### src/rtl/pipe_hazard_unit_pkg.sv
// Shared definitions for the hazard/forwarding controller: forwarding select
// codes, scoreboard entry layout and pipeline advance modes.
package pipe_hazard_unit_pkg;

  // ID-stage operand source (branch compare / jr)
  typedef enum logic [1:0] {
    FWD_ID_RF  = 2'b00,
    FWD_ID_EX  = 2'b01,
    FWD_ID_MEM = 2'b10,
    FWD_ID_WB  = 2'b11
  } fwdIdSel_e;

  // EX-stage operand source
  typedef enum logic [1:0] {
    FWD_EX_BUS = 2'b00,
    FWD_EX_WB  = 2'b01,
    FWD_EX_MEM = 2'b10
  } fwdExSel_e;

  // How the EX/MEM/WB scoreboard moves on a clock
  typedef enum logic [1:0] {
    ADV_RUN       = 2'b00,
    ADV_BUBBLE_EX = 2'b01,
    ADV_HOLD_EX   = 2'b10
  } advMode_e;

  // Scoreboard stage indices
  localparam int unsigned ST_EX  = 0;
  localparam int unsigned ST_MEM = 1;
  localparam int unsigned ST_WB  = 2;
  localparam int unsigned NUM_ST = 3;

  // Entry layout, MSB first: {v, wr, rw[aw-1:0], ld}
  localparam int unsigned SB_LD     = 0;
  localparam int unsigned SB_RW_LSB = 1;

  function automatic int unsigned sbRwMsb(input int unsigned aw);
    return aw;
  endfunction

  function automatic int unsigned sbWrBit(input int unsigned aw);
    return aw + 1;
  endfunction

  function automatic int unsigned sbVBit(input int unsigned aw);
    return aw + 2;
  endfunction

  function automatic int unsigned sbWidth(input int unsigned aw);
    return aw + 3;
  endfunction

endpackage

### src/rtl/pipe_hazard_unit_match.sv
// hz_match: does a scoreboard entry produce a value this source reads?
// ldOk = 0 rejects entries whose result comes from a load.
module hz_match
  import pipe_hazard_unit_pkg::*;
#(
  parameter int unsigned REG_AW = 5
) (
  input  logic [sbWidth(REG_AW)-1:0] entry,
  input  logic [REG_AW-1:0]          src,
  input  logic                       used,
  input  logic                       ldOk,
  output logic                       hit
);

  localparam int unsigned V_BIT  = sbVBit(REG_AW);
  localparam int unsigned WR_BIT = sbWrBit(REG_AW);
  localparam int unsigned RW_MSB = sbRwMsb(REG_AW);

  // Register 0 never matches: it is hardwired zero
  always_comb begin
    hit = entry[V_BIT] & entry[WR_BIT] & used & (src != '0)
        & (entry[RW_MSB:SB_RW_LSB] == src)
        & (ldOk | ~entry[SB_LD]);
  end

endmodule

### src/rtl/pipe_hazard_unit.sv
// Hazard and forwarding controller for the 5-stage core. Tracks EX/MEM/WB
// destinations, drives ID and EX forwarding selects, stalls for load-use,
// early-branch-on-load and multi-cycle mul/div, and flushes IF/ID on redirect.
module pipe_hazard_unit
  import pipe_hazard_unit_pkg::*;
#(
  parameter int unsigned REG_AW = 5,
  parameter int unsigned MD_LAT = 4,
  parameter int unsigned CNT_W  = 16
) (
  input  logic              clk,
  input  logic              rst,
  input  logic              id_valid,
  input  logic [REG_AW-1:0] id_rs,
  input  logic [REG_AW-1:0] id_rt,
  input  logic              id_rs_used,
  input  logic              id_rt_used,
  input  logic              id_early,
  input  logic              id_wr,
  input  logic [REG_AW-1:0] id_rw,
  input  logic              id_is_load,
  input  logic              id_is_md,
  input  logic              id_redirect,
  output logic              pc_wr,
  output logic              if_id_wr,
  output logic              if_id_flush,
  output logic              id_ex_bubble,
  output logic              ex_mem_bubble,
  output logic [1:0]        fwd_id_a,
  output logic [1:0]        fwd_id_b,
  output logic [1:0]        fwd_ex_a,
  output logic [1:0]        fwd_ex_b,
  output logic [CNT_W-1:0]  stall_cnt
);

  localparam int unsigned    SBW     = sbWidth(REG_AW);
  localparam int unsigned    MDW     = (MD_LAT > 1) ? $clog2(MD_LAT) : 1;
  localparam logic [MDW-1:0] MD_INIT = MDW'(MD_LAT - 1);

  // Scoreboard state
  logic [SBW-1:0]    sbEx;
  logic [SBW-1:0]    sbMem;
  logic [SBW-1:0]    sbWb;
  logic [REG_AW-1:0] exRs;
  logic [REG_AW-1:0] exRt;
  logic              exRsUsed;
  logic              exRtUsed;
  logic [MDW-1:0]    mdCnt;
  logic [CNT_W-1:0]  stallCntQ;

  logic [SBW-1:0]    sbStage [NUM_ST];
  logic [NUM_ST-1:0] idHitA;
  logic [NUM_ST-1:0] idHitB;
  logic              memAluHitExA;
  logic              memAluHitExB;
  logic              wbHitExA;
  logic              wbHitExB;

  logic              mdBusy;
  logic              exLd;
  logic              memLd;
  logic              lu;
  logic              eu;
  logic              stall;
  advMode_e          advMode;

  assign sbStage[ST_EX]  = sbEx;
  assign sbStage[ST_MEM] = sbMem;
  assign sbStage[ST_WB]  = sbWb;

  // ID sources against every in-flight stage; load-ness is resolved below
  for (genvar st = 0; st < NUM_ST; st++) begin : gIdMatch
    hz_match #(.REG_AW(REG_AW)) uMatchA (
      .entry (sbStage[st]),
      .src   (id_rs),
      .used  (id_rs_used),
      .ldOk  (1'b1),
      .hit   (idHitA[st])
    );
    hz_match #(.REG_AW(REG_AW)) uMatchB (
      .entry (sbStage[st]),
      .src   (id_rt),
      .used  (id_rt_used),
      .ldOk  (1'b1),
      .hit   (idHitB[st])
    );
  end

  // EX sources: a MEM load never forwards from MEM, it is picked up from WB
  hz_match #(.REG_AW(REG_AW)) uExMemA (
    .entry (sbMem),
    .src   (exRs),
    .used  (exRsUsed),
    .ldOk  (1'b0),
    .hit   (memAluHitExA)
  );
  hz_match #(.REG_AW(REG_AW)) uExMemB (
    .entry (sbMem),
    .src   (exRt),
    .used  (exRtUsed),
    .ldOk  (1'b0),
    .hit   (memAluHitExB)
  );
  hz_match #(.REG_AW(REG_AW)) uExWbA (
    .entry (sbWb),
    .src   (exRs),
    .used  (exRsUsed),
    .ldOk  (1'b1),
    .hit   (wbHitExA)
  );
  hz_match #(.REG_AW(REG_AW)) uExWbB (
    .entry (sbWb),
    .src   (exRt),
    .used  (exRtUsed),
    .ldOk  (1'b1),
    .hit   (wbHitExB)
  );

  // Nearest producer wins; an EX load has no value yet so it is skipped
  function automatic fwdIdSel_e pickIdFwd(input logic early, input logic exHit,
                                          input logic exIsLd, input logic memHit,
                                          input logic wbHit);
    if (!early)               return FWD_ID_RF;
    if (exHit && !exIsLd)     return FWD_ID_EX;
    if (memHit)               return FWD_ID_MEM;
    if (wbHit)                return FWD_ID_WB;
    return FWD_ID_RF;
  endfunction

  function automatic fwdExSel_e pickExFwd(input logic memAluHit, input logic wbHit);
    if (memAluHit) return FWD_EX_MEM;
    if (wbHit)     return FWD_EX_WB;
    return FWD_EX_BUS;
  endfunction

  // Stall detection: mul/div occupancy, load-use, early consumer behind EX-then-MEM-load
  always_comb begin
    mdBusy = (mdCnt != '0);
    exLd   = sbEx[SB_LD];
    memLd  = sbMem[SB_LD];
    lu     = (idHitA[ST_EX] | idHitB[ST_EX]) & exLd;
    eu     = id_early & ((idHitA[ST_EX] & ~exLd & idHitA[ST_MEM] & memLd)
                       | (idHitB[ST_EX] & ~exLd & idHitB[ST_MEM] & memLd));
    stall  = mdBusy | lu | eu;
  end

  // Pick how the scoreboard advances this cycle
  always_comb begin
    advMode = ADV_RUN;
    if (mdBusy) begin
      advMode = ADV_HOLD_EX;
    end else if (lu | eu) begin
      advMode = ADV_BUBBLE_EX;
    end
  end

  // Control outputs; everything forced quiet while rst is high
  always_comb begin
    pc_wr         = 1'b0;
    if_id_wr      = 1'b0;
    if_id_flush   = 1'b0;
    id_ex_bubble  = 1'b0;
    ex_mem_bubble = 1'b0;
    fwd_id_a      = FWD_ID_RF;
    fwd_id_b      = FWD_ID_RF;
    fwd_ex_a      = FWD_EX_BUS;
    fwd_ex_b      = FWD_EX_BUS;
    stall_cnt     = '0;
    if (!rst) begin
      pc_wr         = ~stall;
      if_id_wr      = ~stall;
      // A stalled redirect stays in ID and is taken once the stall clears
      if_id_flush   = id_valid & id_redirect & ~stall;
      id_ex_bubble  = ~mdBusy & (lu | eu);
      ex_mem_bubble = mdBusy;
      fwd_id_a      = pickIdFwd(id_early, idHitA[ST_EX], exLd, idHitA[ST_MEM], idHitA[ST_WB]);
      fwd_id_b      = pickIdFwd(id_early, idHitB[ST_EX], exLd, idHitB[ST_MEM], idHitB[ST_WB]);
      fwd_ex_a      = pickExFwd(memAluHitExA, wbHitExA);
      fwd_ex_b      = pickExFwd(memAluHitExB, wbHitExB);
      stall_cnt     = stallCntQ;
    end
  end

  // Scoreboard advance
  always_ff @(posedge clk) begin
    if (rst) begin
      sbEx     <= '0;
      sbMem    <= '0;
      sbWb     <= '0;
      exRs     <= '0;
      exRt     <= '0;
      exRsUsed <= 1'b0;
      exRtUsed <= 1'b0;
    end else begin
      case (advMode)
        ADV_HOLD_EX: begin
          sbMem <= '0;
          sbWb  <= sbMem;
        end
        ADV_BUBBLE_EX: begin
          sbEx     <= '0;
          exRs     <= '0;
          exRt     <= '0;
          exRsUsed <= 1'b0;
          exRtUsed <= 1'b0;
          sbMem    <= sbEx;
          sbWb     <= sbMem;
        end
        default: begin
          sbEx     <= {id_valid, id_wr, id_rw, id_is_load};
          exRs     <= id_rs;
          exRt     <= id_rt;
          exRsUsed <= id_rs_used;
          exRtUsed <= id_rt_used;
          sbMem    <= sbEx;
          sbWb     <= sbMem;
        end
      endcase
    end
  end

  // Mul/div occupancy: armed when a mul/div enters EX, counts down to zero
  always_ff @(posedge clk) begin
    if (rst) begin
      mdCnt <= '0;
    end else if (mdBusy) begin
      mdCnt <= mdCnt - MDW'(1);
    end else if (advMode == ADV_RUN && id_valid && id_is_md) begin
      mdCnt <= MD_INIT;
    end
  end

  // Saturating count of stalled cycles
  always_ff @(posedge clk) begin
    if (rst) begin
      stallCntQ <= '0;
    end else if (stall && stallCntQ != '1) begin
      stallCntQ <= stallCntQ + CNT_W'(1);
    end
  end

endmodule

### config.mk
export PLATFORM = sky130hd
export DESIGN_NAME = pipe_hazard_unit
export DESIGN_NICKNAME = d
export VERILOG_FILES = /design/src/rtl/pipe_hazard_unit_pkg.sv /design/src/rtl/pipe_hazard_unit_match.sv /design/src/rtl/pipe_hazard_unit.sv
export SDC_FILE = /design/constraint.sdc
export NUM_CORES = 1
export LEC_CHECK = 0
export CORE_ASPECT_RATIO = 0.75
export CORE_MARGIN = 10
export CORE_UTILIZATION = 24
export DETAILED_ROUTE_END_ITERATION = 8
export SYNTH_ARGS = -nofsm -noshare
export SYNTH_HDL_FRONTEND = slang
export SYNTH_SLANG_ARGS = --single-unit
export TNS_END_PERCENT = 5
### constraint.sdc
create_clock -name clk -period 4.65 [get_ports clk]
set_clock_uncertainty 0.15 [all_clocks]
set_input_delay 1.1625 -clock clk [delete_from_list [all_inputs] [get_ports clk]]
set_output_delay 1.1625 -clock clk [all_outputs]
set_load 0.05 [all_outputs]
Yosys cells after proc, flatten, opt, wreduce, memory -nomap -nowiden
Index checks and enable logic that the tools add are counted.
Word-level totals
  register bits: 54
  bits in latches: 0
  memory bits (writable): 0
  memory bits (read-only): 0
  bits of input ports: 25
  output and inout bits: 29
  logic and storage cells: 170
  memories kept: 0
Operators by class
  add/sub/neg operators: 2
  multiply operators: 0
  divide/modulo/power cells: 0
  order comparisons: 0
  equality and inequality tests: 13
  shift operators: 0
  muxes and demuxes: 77
  bitwise operators: 55
  reductions and logical operators: 14
Operators by type and width (count)
  $mux W2: 30
  $eq A5 B5 Y1: 10
  $and A1 B1 Y1: 46
  $mux W1: 41
  $pmux W5 S2: 2
  $reduce_bool A5 Y1: 4
  $add A16 B1 Y16 const B: 1
  $mux W16: 1
  $ne A16 B16 Y1 const B: 1
  $pmux W8 S2: 1
  $logic_and A1 B1 Y1: 5
  $or A1 B1 Y1: 5
  $not A1 Y1: 4
  $pmux W1 S2: 2
  $reduce_bool A2 Y1: 2
  $eq A2 B1 Y1 const B: 1
  $eq A2 B2 Y1 const B: 1
  $logic_not A2 Y1: 1
  $reduce_or A2 Y1: 1
  $sub A2 B1 Y2 const B: 1
  $logic_not A1 Y1: 1

Longest topological paths before layout
Gate-level depths: netlist of run 1.
  depth in word-level cells: 20
  depth in mapped cells: 9
  mapped depth without buffers: 7

Hierarchy
From an unflattened synthesis of run 1, not the netlist that was laid out.
Unflattened totals
  cells, all modules: 353
  area total of the unflattened synthesis: 3215.6 um^2
Modules (own cells, without submodules)
  pipe_hazard_unit: times used 1, cells an instance 233, area an instance 2277.2 um^2, sequential area each 1081.0 um^2
  hz_match: times used 10, cells an instance 12, area an instance 93.8 um^2, sequential area each 0.0 um^2

Worst setup path after synthesis of run 1
Ideal clock, no wire load.
  path kind: input to output
  start point: input port id_rt[3]
  end point: output port pc_wr
  arrival time: 3.330 ns
  required time: 3.338 ns
  slack: 0.007 ns
  stages: 9
  buffers on the path: 3
  path through: buf_2 -> or4_1 -> o21ai_2 -> or4_1 -> a2bb2oi_1 -> o2bb2ai_1 -> nor3_1 -> buf_2 -> buf_4
Between the ends
  cells in the longest elaborated chain, start to end: 11
  elaborated cells between the ends (all ways): 18
  classes of those cells: eq/ne: 2; mux: 1; bitwise: 14; reduce/logical: 1
Ends and longest elaborated chain
  start: declaration: RTL line pipe_hazard_unit.sv:15  | input logic [REG_AW-1:0] id_rt,
  $reduce_bool A5 Y1: RTL line pipe_hazard_unit_match.sv:21  | hit = entry[V_BIT] & entry[WR_BIT] & used & (src != '0)
  $and A1 B1 Y1: RTL line pipe_hazard_unit_match.sv:21
  $and A1 B1 Y1: RTL line pipe_hazard_unit_match.sv:22  | & (entry[RW_MSB:SB_RW_LSB] == src)
  $and A1 B1 Y1 (3 in a row): RTL line pipe_hazard_unit.sv:143  | | (idHitB[ST_EX] & ~exLd & idHitB[ST_MEM] & memLd));
  $or A1 B1 Y1: RTL line pipe_hazard_unit.sv:143
  $and A1 B1 Y1: RTL line pipe_hazard_unit.sv:142  | eu = id_early & ((idHitA[ST_EX] & ~exLd & idHitA[ST_MEM] & memLd)
  $or A1 B1 Y1 *: RTL line pipe_hazard_unit.sv:144  | stall = mdBusy | lu | eu;
  $not A1 Y1 *
  $mux W1 *
  end: declaration: RTL line pipe_hazard_unit.sv:24  | output logic pc_wr,
Every way passes the cells marked *; elsewhere a longest branch is shown, timed or not.

Worst setup path after layout of run 1
  start point: input port id_rt[3]
  end point: output port if_id_flush
Between the ends
  cells in the longest elaborated chain, start to end: 12
  elaborated cells between the ends (all ways): 19
  classes of those cells: eq/ne: 2; mux: 1; bitwise: 15; reduce/logical: 1
Ends and longest elaborated chain
  $reduce_bool A5 Y1: RTL line pipe_hazard_unit_match.sv:21
  $and A1 B1 Y1: RTL line pipe_hazard_unit_match.sv:21
  $and A1 B1 Y1: RTL line pipe_hazard_unit_match.sv:22
  $and A1 B1 Y1 (3 in a row): RTL line pipe_hazard_unit.sv:143
  $or A1 B1 Y1: RTL line pipe_hazard_unit.sv:143
  $and A1 B1 Y1: RTL line pipe_hazard_unit.sv:142
  $or A1 B1 Y1 *: RTL line pipe_hazard_unit.sv:144
  $not A1 Y1 *: RTL line pipe_hazard_unit.sv:173  | if_id_flush = id_valid & id_redirect & ~stall;
  $and A1 B1 Y1 *: RTL line pipe_hazard_unit.sv:173
  $mux W1 *: RTL line pipe_hazard_unit.sv:169  | if (!rst) begin
  end: declaration: RTL line pipe_hazard_unit.sv:26  | output logic if_id_flush,
Marked as above.

==> results of run 1 <==
## cell families after synthesis
group / Yosys count
muxes: 11
DFF: 53
xor gates and xnor gates: 50
and+or+nand+nor: 133
buffers and inverters: 28
AOI/OAI and AO/OA: 43
adders and majority gates: 2
## worst paths after layout
path,start,to,slack [ns],cells past startpoint
hold reg to reg,sbMem[7],sbWb[7],0.31,1
hold / removal,sbMem[7],sbWb[7],0.31,1
setup / recovery,id_rt[3],if_id_flush,0.09,9
setup reg to reg,sbMem[4],stallCntQ[8],1.50,9
## layout by cell type (no fill, tap or decap), types with 2 or more instances in the layout
cell             Yosys  routed
a21oi_1              4       4
a22o_1              20      20
and2_1               9       9
and3_1               4       3
and4_1               3       3
buf_12               0      12
buf_4                2      29
clkbuf_16            0       5
clkdlybuf4s50_1      0      31
dfxtp_1             53      53
dlygate4sd2_1        0       5
dlymetal6s2s_1       0       4
ha_1                 2       2
inv_1                6       6
inv_6                0       2
mux2_2              11      11
nand2_1             11      10
nand2b_1             2       2
nand3_1              8       8
nand4_1             11      11
nor2_1              21      21
nor2b_1             24      24
nor3_1              18      17
nor3b_1              4       4
nor4_1               6       4
nor4_2               0       2
o21ai_0              6       6
or4_1                7       5
or4_4                1       3
xnor2_1             39      39
xor2_1              11      11
## area by class of cell
type,instances,area [um^2],share of cell area [%]
clock buffers,5,125.1,3.059
multi-input cells,239,1764,43.13
well taps,162,202.7,4.956
repair buffers,82,867.1,21.20
flip-flops and latches,53,1061,25.94
inverters,6,22.52,0.5506
clock inverters,3,47.55,1.162
## what timing repair did
action	4_1_cts	5_1_grt
gates cloned	0	0
pin swaps	0	6
resized for setup	8	11
endpoints found under the setup margin	4	7
## power groups by stage
stage,logic [mW],registers [mW],clock network [mW]
after global routing,0.550,0.643,0.457
after CTS,0.502,0.625,0.444
after detailed placement,0.500,0.636,0
final,0.501,0.626,0.433
after global placement,0.490,0.634,0
after floorplan,0.370,0.591,0
## critical path: stages
cell,delay [ns]
dlygate4sd2_1,0.30
or4_1,0.56
o21ai_2,0.19
or4_1,0.19
a2bb2oi_2,0.16
o2bb2ai_2,0.08
nor3_2,0.23
and3_4,0.23
buf_12,0.13
## registers in the layout, summed over array words and instances, names as in the netlist
register / flops
exRsUsed: 1
exRs: 5
sbWb: 7
mdCnt: 2
stallCntQ: 16
sbEx: 8
exRtUsed: 1
exRt: 5
sbMem: 8
## through the flow
stage | cell area (um^2) | power (mW)
after detailed placement | 3862 | 1.136
after global placement | 3862 | 1.124
after CTS | 4046 | 1.571
after global routing | 4090 | 1.649
after floorplan | 2899 | 0.9613
final | 4090 | 1.560
## routing by layer
layer	vias up	routed length [um]	GRT usage [%]
li1	1261	-	-
met1	1188	4263	14.07
met2	48	3732	15.24
met3	4	337	1.296
met4	0	82	2.964
met5	-	0	0
==> impl_metrics.toml, run 1 <==
[yosys]
yosys.area.top_type_share_pct = 36.60
synth_commonest_cells = "dfxtp_1, xnor2_1, nor2b_1"
synth_top_area_cell = "dfxtp_1"
avgSynthCellArea_um2 = 9.059
synthMuxAreaShare_pct = 4.273
synth_top_family_by_area = "simple AND/OR/NAND/NOR gates"
synth_xor_area_share_pct = 15.11
ys_seq_area_share_pct = 36.60
yosysWarnings = 0
synth_ff_type = "dfxtp_1"
synth_area_um2 = 2899
postSynth.asyncResetShare_pct = 0
ys_types = 45
synthTopCellsByArea = "dfxtp_1, xnor2_1, a22o_1"
syn_inst = 320
synthAdderAreaFrac_pct = 0.8632
syn_nets = 347
synth_seq_cells = 53
yosys.area_share.simple_pct = 26.33
synth_edf_count = 0
synth_compound_area_share_pct = 12.34
synth_most_common_cell = "dfxtp_1"

[timing]
hold_viol = 0
setup_viol = 0
fmax_mhz = 219.4
relSlewSlack_pct = 30.59
setup_tns_ns = 0
period_minus_slack_ns = 4.559
hold_slack_ns = 0.3147
post-route-period-util_pct = 98.03
rsz0062_at_grt = "false"
worst_pin_slew_ns = 1.039
timing.final.ws_setup_ns = 0.09148
final_max_slew_viol_count = 0

[worst_setup_path]
worstSetupStartpointType = "input port"
crit_type = "in2out"
critPathRequiredTime_ns = 3.34
critPathArrivalTime_ns = 3.25
worstPathMaxFanout = 4
cp-end-kind = "primary output"

[final_layout]
n_fill_cell = 1167
drive_gt1_share_pct = 20.36
syn_to_final_growth_pct = 41.09
final_util_pct = 34.96
fin_cells = 550
diodes = 0
nNetsFinal = 414

[placed_design]
dpl.cell_count = 542
numPortBuffers = 53
finalWeightedCongestion = 0.8704
hpwlAfterDp_um = 6695
dp_slack_ns = -0.1250

[pwr]
cellPowerDensity_nw_per_um2 = 381.4
p_clk_share_pct = 27.8
p_sw_uw = 525.3
p_int_mw = 1.035
pwr-share-comb_pct = 32.1
peakVddDrop_uv = 296.8
p_seq_share_pct = 40.1
p_leak_nw = 1.557
sw_frac_of_total_pct = 33.67

[die]
die_y_um = 115.2
num_io_pins = 54
die_w_um = 146.9
die_area_um2 = 16920
initial_core_util_pct = 24.78
rows = 34
coreArea_um2 = 11700

[grt]
grt_pass1_vias = 2546
antenna_found_initial = 0
grt_max_degree = 33
grt.overflow.total = 0
grt_usage_pct = 9.893
grt_pass1_wl_um = 13640

[clock_network]
clockBufferDepth = 2
path_clk_slew_ns = 0.07
clock_latency_ns = 0.29
cts_buffers = 5
htree_levels = 2
cts_setup_buffers = 0
cts_tree = "done"
cts_hold_buf = 0
numClockSinks = 53
cts_root_buf = "clkbuf_16"

[detailed_routing]
wl_um = 8415
drtIter0Drc = 137
wl_per_cell_um = 15.30
drcViolationCount = 0
drtAntennaViolNets = 0
vias_per_cell = 4.547
vias = 2501
first_pass_iters = 4

[run]
drv_cap = 0

[outcome]
status = "complete, no violations"

[min_path]
hp-class = "reg2reg"
Note: power is estimated with default switching activity, not from simulation.
==> run 2, diff against run 1 <==
--- a/config.mk
+++ b/config.mk
@@ -5,10 +5,12 @@
 export SDC_FILE = /design/constraint.sdc
 export NUM_CORES = 1
 export LEC_CHECK = 0
+export ABC_AREA = 1
 export CORE_ASPECT_RATIO = 0.75
 export CORE_MARGIN = 10
-export CORE_UTILIZATION = 24
+export CORE_UTILIZATION = 50
 export DETAILED_ROUTE_END_ITERATION = 8
+export PLACE_DENSITY = 0.76
 export SYNTH_ARGS = -nofsm -noshare
 export SYNTH_HDL_FRONTEND = slang
 export SYNTH_SLANG_ARGS = --single-unit
==> run 2 against run 1 <==
Compared with the run above:
- die area shrank 41%
- maximum frequency up 2.4%
- global-route usage grew 9.4 points
- clock power decreased by 24%
- synthesized cell count rose by 53%
- sequential power shrank 3%
- combinational power is 10% higher
- critical path depth is 4 higher
- first-iteration DRC count is 74% higher
- count of clock-buffer cells in the layout is 2 higher
- utilization increased by 29 points
- critical path type unchanged
- largest power group unchanged
==> impl_metrics.toml, run 2 <==
[timing]
fmax_mhz = 224.7
relSlewSlack_pct = 38.24
final_max_slew_viol_count = 0
worst_pin_slew_ns = 0.9230
hold_viol = 0
period_minus_slack_ns = 4.451
rsz0062_at_grt = "false"
setup_viol = 0
setup_tns_ns = 0
post-route-period-util_pct = 95.71

[grt]
grt.overflow.total = 0
grt_pass1_wl_um = 15740
grt_usage_pct = 19.25
grt_pass1_vias = 3055
grt_max_degree = 39
antenna_found_initial = 0

[die]
initial_core_util_pct = 51.06
die_area_um2 = 10020
num_io_pins = 54
rows = 25
die_w_um = 112.3
coreArea_um2 = 6256
die_y_um = 89.22

[min_path]
hp-class = "reg2reg"
hold_depth = 2
hold_path_end = "sbWb[7]"
worstHoldStart = "sbMem[7]"

[worst_setup_path]
critPathRequiredTime_ns = 3.34
crit_type = "in2out"
critPathArrivalTime_ns = 3.14
worstPathMaxFanout = 11
timing.rr.start = "mdCnt[0]"
r2r.worst_path.cells = 5
rrSetupSlack_ns = 2.21
r2r_end = "sbEx[4]"
path_common_cell = "nand2_1"
slowest_stage = "clkdlybuf4s50_1"
max_stage_delay_ns = 0.62
path_cells = "clkdlybuf4s50_1 > inv_2 > nand2_1 > nand2_1 > nor2_1 > nand2_1 > nor2_1 > nand3_1 > nand2_2 > nand2_4 > nand4_1 > inv_2 > buf_4"
worstSetupStartpointType = "input port"
cp-end-kind = "primary output"

[clock_network]
numClockSinks = 53
cts_setup_buffers = 0
cts_hold_buf = 0
clockBufferDepth = 2
cts_root_buf = "clkbuf_8"
cts_buffers = 5
clock_latency_ns = 0.31
cts_tree = "done"
htree_levels = 2
path_clk_slew_ns = 0.10
cts_resized = 0

[pwr]
peakVddDrop_uv = 335.8
cellPowerDensity_nw_per_um2 = 369.1
fin_total_pwr_mw = 1.489
p_leak_nw = 1.647

[final_layout]
layout_commonest_cell = "nand2_1"
top_register = "stallCntQ"
nNetsFinal = 565
diodes = 0
drive_gt1_share_pct = 12.06
final_util_pct = 64.46
mostFrequentLayoutCells = "nand2_1, nor2_1, inv_1"
reg_top3 = "stallCntQ x16, sbEx x8, sbMem x8"
syn_to_final_growth_pct = 26.24
largest_register_ffs = 16

[yosys]
yosysWarnings = 0
ys_seq_area_share_pct = 33.22
postSynth.asyncResetShare_pct = 0
synth_commonest_cells = "nand2_1, nor2_1, inv_1"
synth_ff_type = "dfxtp_1"
syn_inst = 488
synthTopCellsByArea = "dfxtp_1, nand2_1, nor2_1"
avgSynthCellArea_um2 = 6.546
syn_nets = 515
synth_edf_count = 0
synth_seq_cells = 53
synth_top_area_cell = "dfxtp_1"
synth_area_um2 = 3194
synth_most_common_cell = "nand2_1"
yosys.area.top_type_share_pct = 33.22
ys_types = 37

[placed_design]
numPortBuffers = 53
hpwlAfterDp_um = 8012
finalWeightedCongestion = 0.9265

[outcome]
status = "complete, no violations"

[detailed_routing]
drcViolationCount = 0
wl_per_cell_um = 15.88
vias = 3308
first_pass_iters = 5
drtAntennaViolNets = 0
drtIter0Drc = 239
wl_um = 9845
vias_per_cell = 5.335

[run]
drv_cap = 0
-- run 2: stage by stage --
stage                     hold slack, ns  cell area, um^2  worst slack [ns]  instances
after global routing              0.3236             4033           0.07412        620
after detailed placement          0.2762             3916            0.2317        612
after floorplan                   0.2667             3194            0.4224        488
after CTS                         0.2900             4033            0.2285        620
final                             0.2925             4033            0.1993        620
after global placement            0.2762             3916            0.2410        612
-- run 2: worst max path at each step --
| stage | startpoint | to | cells past startpoint |
|---|---|---|---|
| 2_1_floorplan | rst | fwd_ex_a[0] | 3 |
| 3_3_place_gp | id_rt[0] | pc_wr | 13 |
| 4_1_cts | id_rt[0] | if_id_wr | 13 |
| 6_report | id_rt[0] | pc_wr | 13 |
| 5_1_grt | id_rt[2] | pc_wr | 13 |
| 3_5_place_dp | id_rt[0] | if_id_wr | 13 |
-- run 2: logic make-up (layout without fill, tap and decap cells) --
| kind of cell | after synthesis | after routing | synth area share (%) |
|---|---|---|---|
| AO/OA/AOI/OAI | 52 | 52 | 9.323 |
| buffers and inverters | 85 | 136 | 11.01 |
| adder cells (fa/ha/maj) | 2 | 2 | 0.7833 |
| AND/OR/NAND/NOR | 263 | 263 | 36.62 |
| XOR/XNOR | 33 | 33 | 9.048 |
| flip-flops | 53 | 53 | 33.22 |
-- run 2: layer usage --
| layer | track usage, % | up-vias | wire length, um |
|---|---|---|---|
| met3 | 4.695 | 6 | 891 |
| met5 | 0 | - | 0 |
| met4 | 2.644 | 0 | 62 |
| li1 | - | 1647 | - |
| met2 | 28.56 | 136 | 4035 |
| met1 | 27.91 | 1519 | 4855 |
-- run 2: cell type report --
cell class | count | area, um^2
fill | 570 | 2223
multi-input combinational | 350 | 1782
sequential | 53 | 1061
timing repair buffer | 55 | 698.2
inverter | 73 | 274.0
tap | 81 | 101.3
clock buffer | 7 | 86.33
clock inverter | 1 | 30.03
-- run 2: where the power goes --
group	total (mW)	internal (mW)	leakage, nW	switching [mW]
registers	0.608	0.529	0.433	0.0791
clock network	0.328	0.176	0.0585	0.152
logic	0.552	0.199	1.16	0.354
total	1.49	0.904	1.65	0.585
-- run 2: critical path, delay by kind of cell --
kind / cells / cell delay, ns
buffers and inverters: 4 / 1.06
AND/OR/NAND/NOR: 9 / 0.90
==> run 3, diff against run 2 <==
--- a/config.mk
+++ b/config.mk
@@ -8,9 +8,9 @@
 export ABC_AREA = 1
 export CORE_ASPECT_RATIO = 0.75
 export CORE_MARGIN = 10
-export CORE_UTILIZATION = 50
+export CORE_UTILIZATION = 45
 export DETAILED_ROUTE_END_ITERATION = 8
-export PLACE_DENSITY = 0.76
+export PLACE_DENSITY = 0.69
 export SYNTH_ARGS = -nofsm -noshare
 export SYNTH_HDL_FRONTEND = slang
 export SYNTH_SLANG_ARGS = --single-unit
==> run 3 against run 2 <==
Compared with the run above:
- non-clock buffer count grew 2
- highest routed layer unchanged
- global-route usage shrank 0.98 points
- count of clock-buffer cells in the layout shrank 2
- via count grew 1.4%
- utilization shrank 4.9 points
- first-iteration DRC count grew 20%
- combinational power grew 2%
- worst setup slack lost 0.059 ns
- critical path depth is the same
- hold slack is essentially flat
- die area grew 8.8%
==> impl_metrics.toml, run 3 (same netlist as run 2, synthesis figures left out) <==
[final_layout]
ff_latch_area_um2 = 1061
finalInstanceArea_um2 = 4089
largest_register_ffs = 16
syn_to_final_growth_pct = 28.01
n_fill_cell = 636
top_register = "stallCntQ"
drive_gt1_share_pct = 12.57
final_util_pct = 59.57
nNetsFinal = 567
diodes = 0
multi_input_area_um2 = 1782
mostFrequentLayoutCells = "nand2_1, nor2_1, inv_1"
reg_top3 = "stallCntQ x16, sbEx x8, sbMem x8"
layout_commonest_cell = "nand2_1"

[die]
die_area_um2 = 10900
rows = 26
coreArea_um2 = 6864
die_w_um = 117.3
die_y_um = 92.97
num_io_pins = 54
initial_core_util_pct = 46.54

[worst_setup_path]
path_cells = "clkdlybuf4s50_1 > inv_2 > nand2_1 > nand2_1 > nor2_1 > nand2_1 > nor2_1 > nand3_2 > nand2_2 > nand2_4 > nand4_1 > inv_2 > buf_4"
crit_start = "id_rs[0]"
worstPathMaxFanout = 11
timing.rr.start = "stallCntQ[0]"
path_common_cell = "nand2_1"
worstSetupStartpointType = "input port"
crit_type = "in2out"
slowest_stage = "clkdlybuf4s50_1"
max_stage_delay_ns = 0.63
critPathArrivalTime_ns = 3.20
critPathRequiredTime_ns = 3.34
cp-end-kind = "primary output"

[min_path]
worstHoldStart = "sbMem[6]"
hp-class = "reg2reg"

[detailed_routing]
wl_per_cell_um = 15.47
wl_um = 9888
drcViolationCount = 0
first_pass_iters = 5
drtIter0Drc = 287
vias_per_cell = 5.247
vias = 3353
drtAntennaViolNets = 0

[clock_network]
cts_buffers = 5
htree_levels = 2
cts_root_buf = "clkbuf_8"
cts_tree = "done"
cts_hold_buf = 0
clockBufferDepth = 2
numClockSinks = 53
path_clk_slew_ns = 0.10
clock_latency_ns = 0.31

[placed_design]
dpl_cell_area_um2 = 3953
hpwlAfterDp_um = 7831
finalWeightedCongestion = 0.9891
numPortBuffers = 53

[grt]
grt.overflow.total = 0
antenna_found_initial = 0
grt_usage_pct = 18.27
grt_max_degree = 40
grt_pass1_wl_um = 15790
grt_pass1_vias = 3062

[timing]
hold_viol = 0
relSlewSlack_pct = 59.37
setup_viol = 0
fmax_mhz = 221.8
post-route-period-util_pct = 96.98
worst_pin_slew_ns = 0.6039
period_minus_slack_ns = 4.510
rsz0062_at_grt = "false"
final_max_slew_viol_count = 0
setup_tns_ns = 0

[pwr]
peakVddDrop_uv = 290.6
fin_total_pwr_mw = 1.546
cellPowerDensity_nw_per_um2 = 378.1
p_leak_nw = 1.675

[run]
drv_cap = 0

[outcome]
status = "complete, no violations"
==> run 3: worst max-delay path: cells and delay by family <==
| kind | cells | cell delay, ns |
|---|---|---|
| buf+inv | 4 | 1.04 |
| simple gates | 9 | 0.97 |
==> run 3: final timing paths <==
path                       end  slack (ns)  depth (start not counted)
hold / removal         sbWb[6]        0.29                          2
setup reg to reg  stallCntQ[0]        2.31                          8
hold reg to reg        sbWb[6]        0.29                          2
setup / recovery         pc_wr        0.14                         13
==> run 3: timing repair <==
item                                   4_1_cts  5_1_grt
setup endpoints to repair                    0        2
endpoints found under the hold margin        0        0
resized for setup                            0        1
buffers inserted                             0        0
==> run 3: per-layer routing <==
| metal | routed length (um) | track usage, % |
|---|---|---|
| met5 | 0 | 0 |
| met4 | 65 | 4.004 |
| met3 | 1033 | 5.480 |
| met2 | 4041 | 24.67 |
| met1 | 4748 | 27.30 |
==> run 3: where the power goes <==
group          internal, mW  total (mW)  leakage (nW)  switching [mW]
Sequential            0.529       0.611         0.433          0.0822
Clock                 0.214       0.373        0.0681           0.159
Combinational         0.205       0.562          1.17           0.357
==> run 3: area by class of cell <==
cell class / instances / share of cell area [%]
Inverter: 73 / 6.701
Clock buffer: 5 / 1.683
Clock inverter: 3 / 1.591
Multi-Input combinational cell: 350 / 43.57
Sequential cell: 53 / 25.95
Tap cell: 98 / 2.999
Timing Repair Buffer: 57 / 17.50
==> run 3: per-stage QoR <==
step,worst slack (ns),hold WS (ns),instances
after floorplan,0.4224,0.2667,488
after global placement,0.2396,0.2764,631
after detailed placement,0.1788,0.2777,631
after CTS,0.1754,0.2936,639
after global routing,0.02717,0.3124,639
final,0.1404,0.2928,639
==> edit (flow settings as in run 3) <==
`REG_AW` is set to 5 in 2 places; all go to 4.
--- a/src/rtl/pipe_hazard_unit_match.sv
+++ b/src/rtl/pipe_hazard_unit_match.sv
@@ -3,7 +3,7 @@
 module hz_match
   import pipe_hazard_unit_pkg::*;
 #(
-  parameter int unsigned REG_AW = 5
+  parameter int unsigned REG_AW = 4
 ) (
   input  logic [sbWidth(REG_AW)-1:0] entry,
   input  logic [REG_AW-1:0]          src,
--- a/src/rtl/pipe_hazard_unit.sv
+++ b/src/rtl/pipe_hazard_unit.sv
@@ -4,7 +4,7 @@
 module pipe_hazard_unit
   import pipe_hazard_unit_pkg::*;
 #(
-  parameter int unsigned REG_AW = 5,
+  parameter int unsigned REG_AW = 4,
   parameter int unsigned MD_LAT = 4,
   parameter int unsigned CNT_W  = 16
 ) (
Ports: changed (resized id_rs, id_rt and id_rw); port bits go from 54 to 51. The function was not compared with the original's and may differ.
==> edit against run 3 <==
  * Count of clock-buffer cells in the layout did not move
  * Cell area fell by 8.7%
  * Setup slack improved by 0.092 ns
  * Total power fell by 14%
  * Utilization fell by 1.1 points
  * Sequential cell count fell by 5
  * Synthesized area fell by 5.9%
  * Wire length fell by 15%
==> edit: results (changes against run 3) <==
gpl congestion=0.930 (was 0.989); Largest regs=stallCntQ (16), sbEx (7), sbMem (7) (was stallCntQ (16), sbEx (8), sbMem (8)); Adder-Cell Fraction of Synth Area=0.00832 (was 0.00783); Area contributors post-synth=dfxtp_1, nand2_1, nor2_1, inv_1, xor2_1 (was dfxtp_1, nand2_1, nor2_1, inv_1, nand3_1); Commonest cells post-synth=nand2_1, nor2_1, inv_1 (unchanged); Fillers=624 (was 636); GR Layer Usage met1=0.240 (was 0.273); first-pass GRT wire length=13.9 mm (was 15.8 mm); Synth warnings=0 (unchanged); ratio of cells with drive above 1 in the final layout=0.163 (was 0.126); Critical Path Fanout Max=5 (was 11); clock share of power=0.234 (was 0.241); routed wl met2=3.45 mm (was 4.04 mm); met2 GRT Util=0.216 (was 0.247); Syn Nets=466 (was 515); fin area=3730 um2 (was 4090 um2); Vias per Instance=5.13 (was 5.25); Max rail drop VDD=259 uV (was 291 uV); Netlist cell types=38 (was 37); Leak=1.45 nW (was 1.68 nW); initial antenna violation count=0 (unchanged); routed vias=2927 (was 3353); Iteration-0 DRC Markers=213 (was 287); Area after DPL=3620 um2 (was 3950 um2); Slew @ Worst Pin=0.550 ns (was 0.604 ns); post-synthesis xor/xnor area fraction=0.0641 (was 0.0905); Inst Count DP=563 (was 631); pre-CTS WS=0.256 ns (was 0.179 ns); post-CTS resize count=0 (unchanged); total track usage=0.162 (was 0.183); P_seq=0.000537 W (was 0.000611 W); Internal=0.000804 W (was 0.000948 W); routing usage on met3=0.0491 (was 0.0548); number of global-route vias before repair=2676 (was 3062); Reg power frac=0.403 (was 0.396); I/O Buffers=50 (was 53); DR WL/cell=14.8 um (was 15.5 um); largest net degree at the start of global routing=32 (was 40); Avg Inst Size Synth=6.80 um2 (was 6.55 um2); status=completed (unchanged); WL met3=935 um (was 1.03 mm); Total Nets Final=513 (was 567); H-tree lvl count=2 (unchanged); Synth Area in Compound Gates=0.121 (was 0.0932); met1 wire length=4.01 mm (was 4.75 mm); sequential area share after synthesis=0.320 (was 0.332); WP data arrival=3.10 ns (was 3.20 ns); DP HPWL=6.61 mm (was 7.83 mm)
[edit: changes by cell type in the layout (fill, tap and decap cells not counted), moves of 8 or more]
cell,run 3,this run
nand2_1,119,95
clkdlybuf4s50_1,23,39
nand2_2,1,17
buf_4,15,3
a21oi_2,0,11
nand3_1,31,20
xnor2_1,16,5
a21oi_1,20,11
buf_12,18,9
nor2_1,69,61
o21ai_0,16,8
[edit: cell type report]
type | count | area share
multi-input combinational | 314 | 0.456
sequential | 48 | 0.257
timing repair buffer | 52 | 0.160
inverter | 68 | 0.0684
tap | 81 | 0.0271
clock buffer | 5 | 0.0184
clock inverter | 3 | 0.0124
[edit: worst paths after layout]
path / from / end / slack [ns] / cells after the start
worst min-delay path: sbMem[5] / sbWb[5] / 0.28 / 2
worst max register to register: sbMem[2] / stallCntQ[0] / 2.35 / 13
worst min register to register: sbMem[5] / sbWb[5] / 0.28 / 2
worst max-delay path: id_rt[1] / fwd_id_b[1] / 0.23 / 10
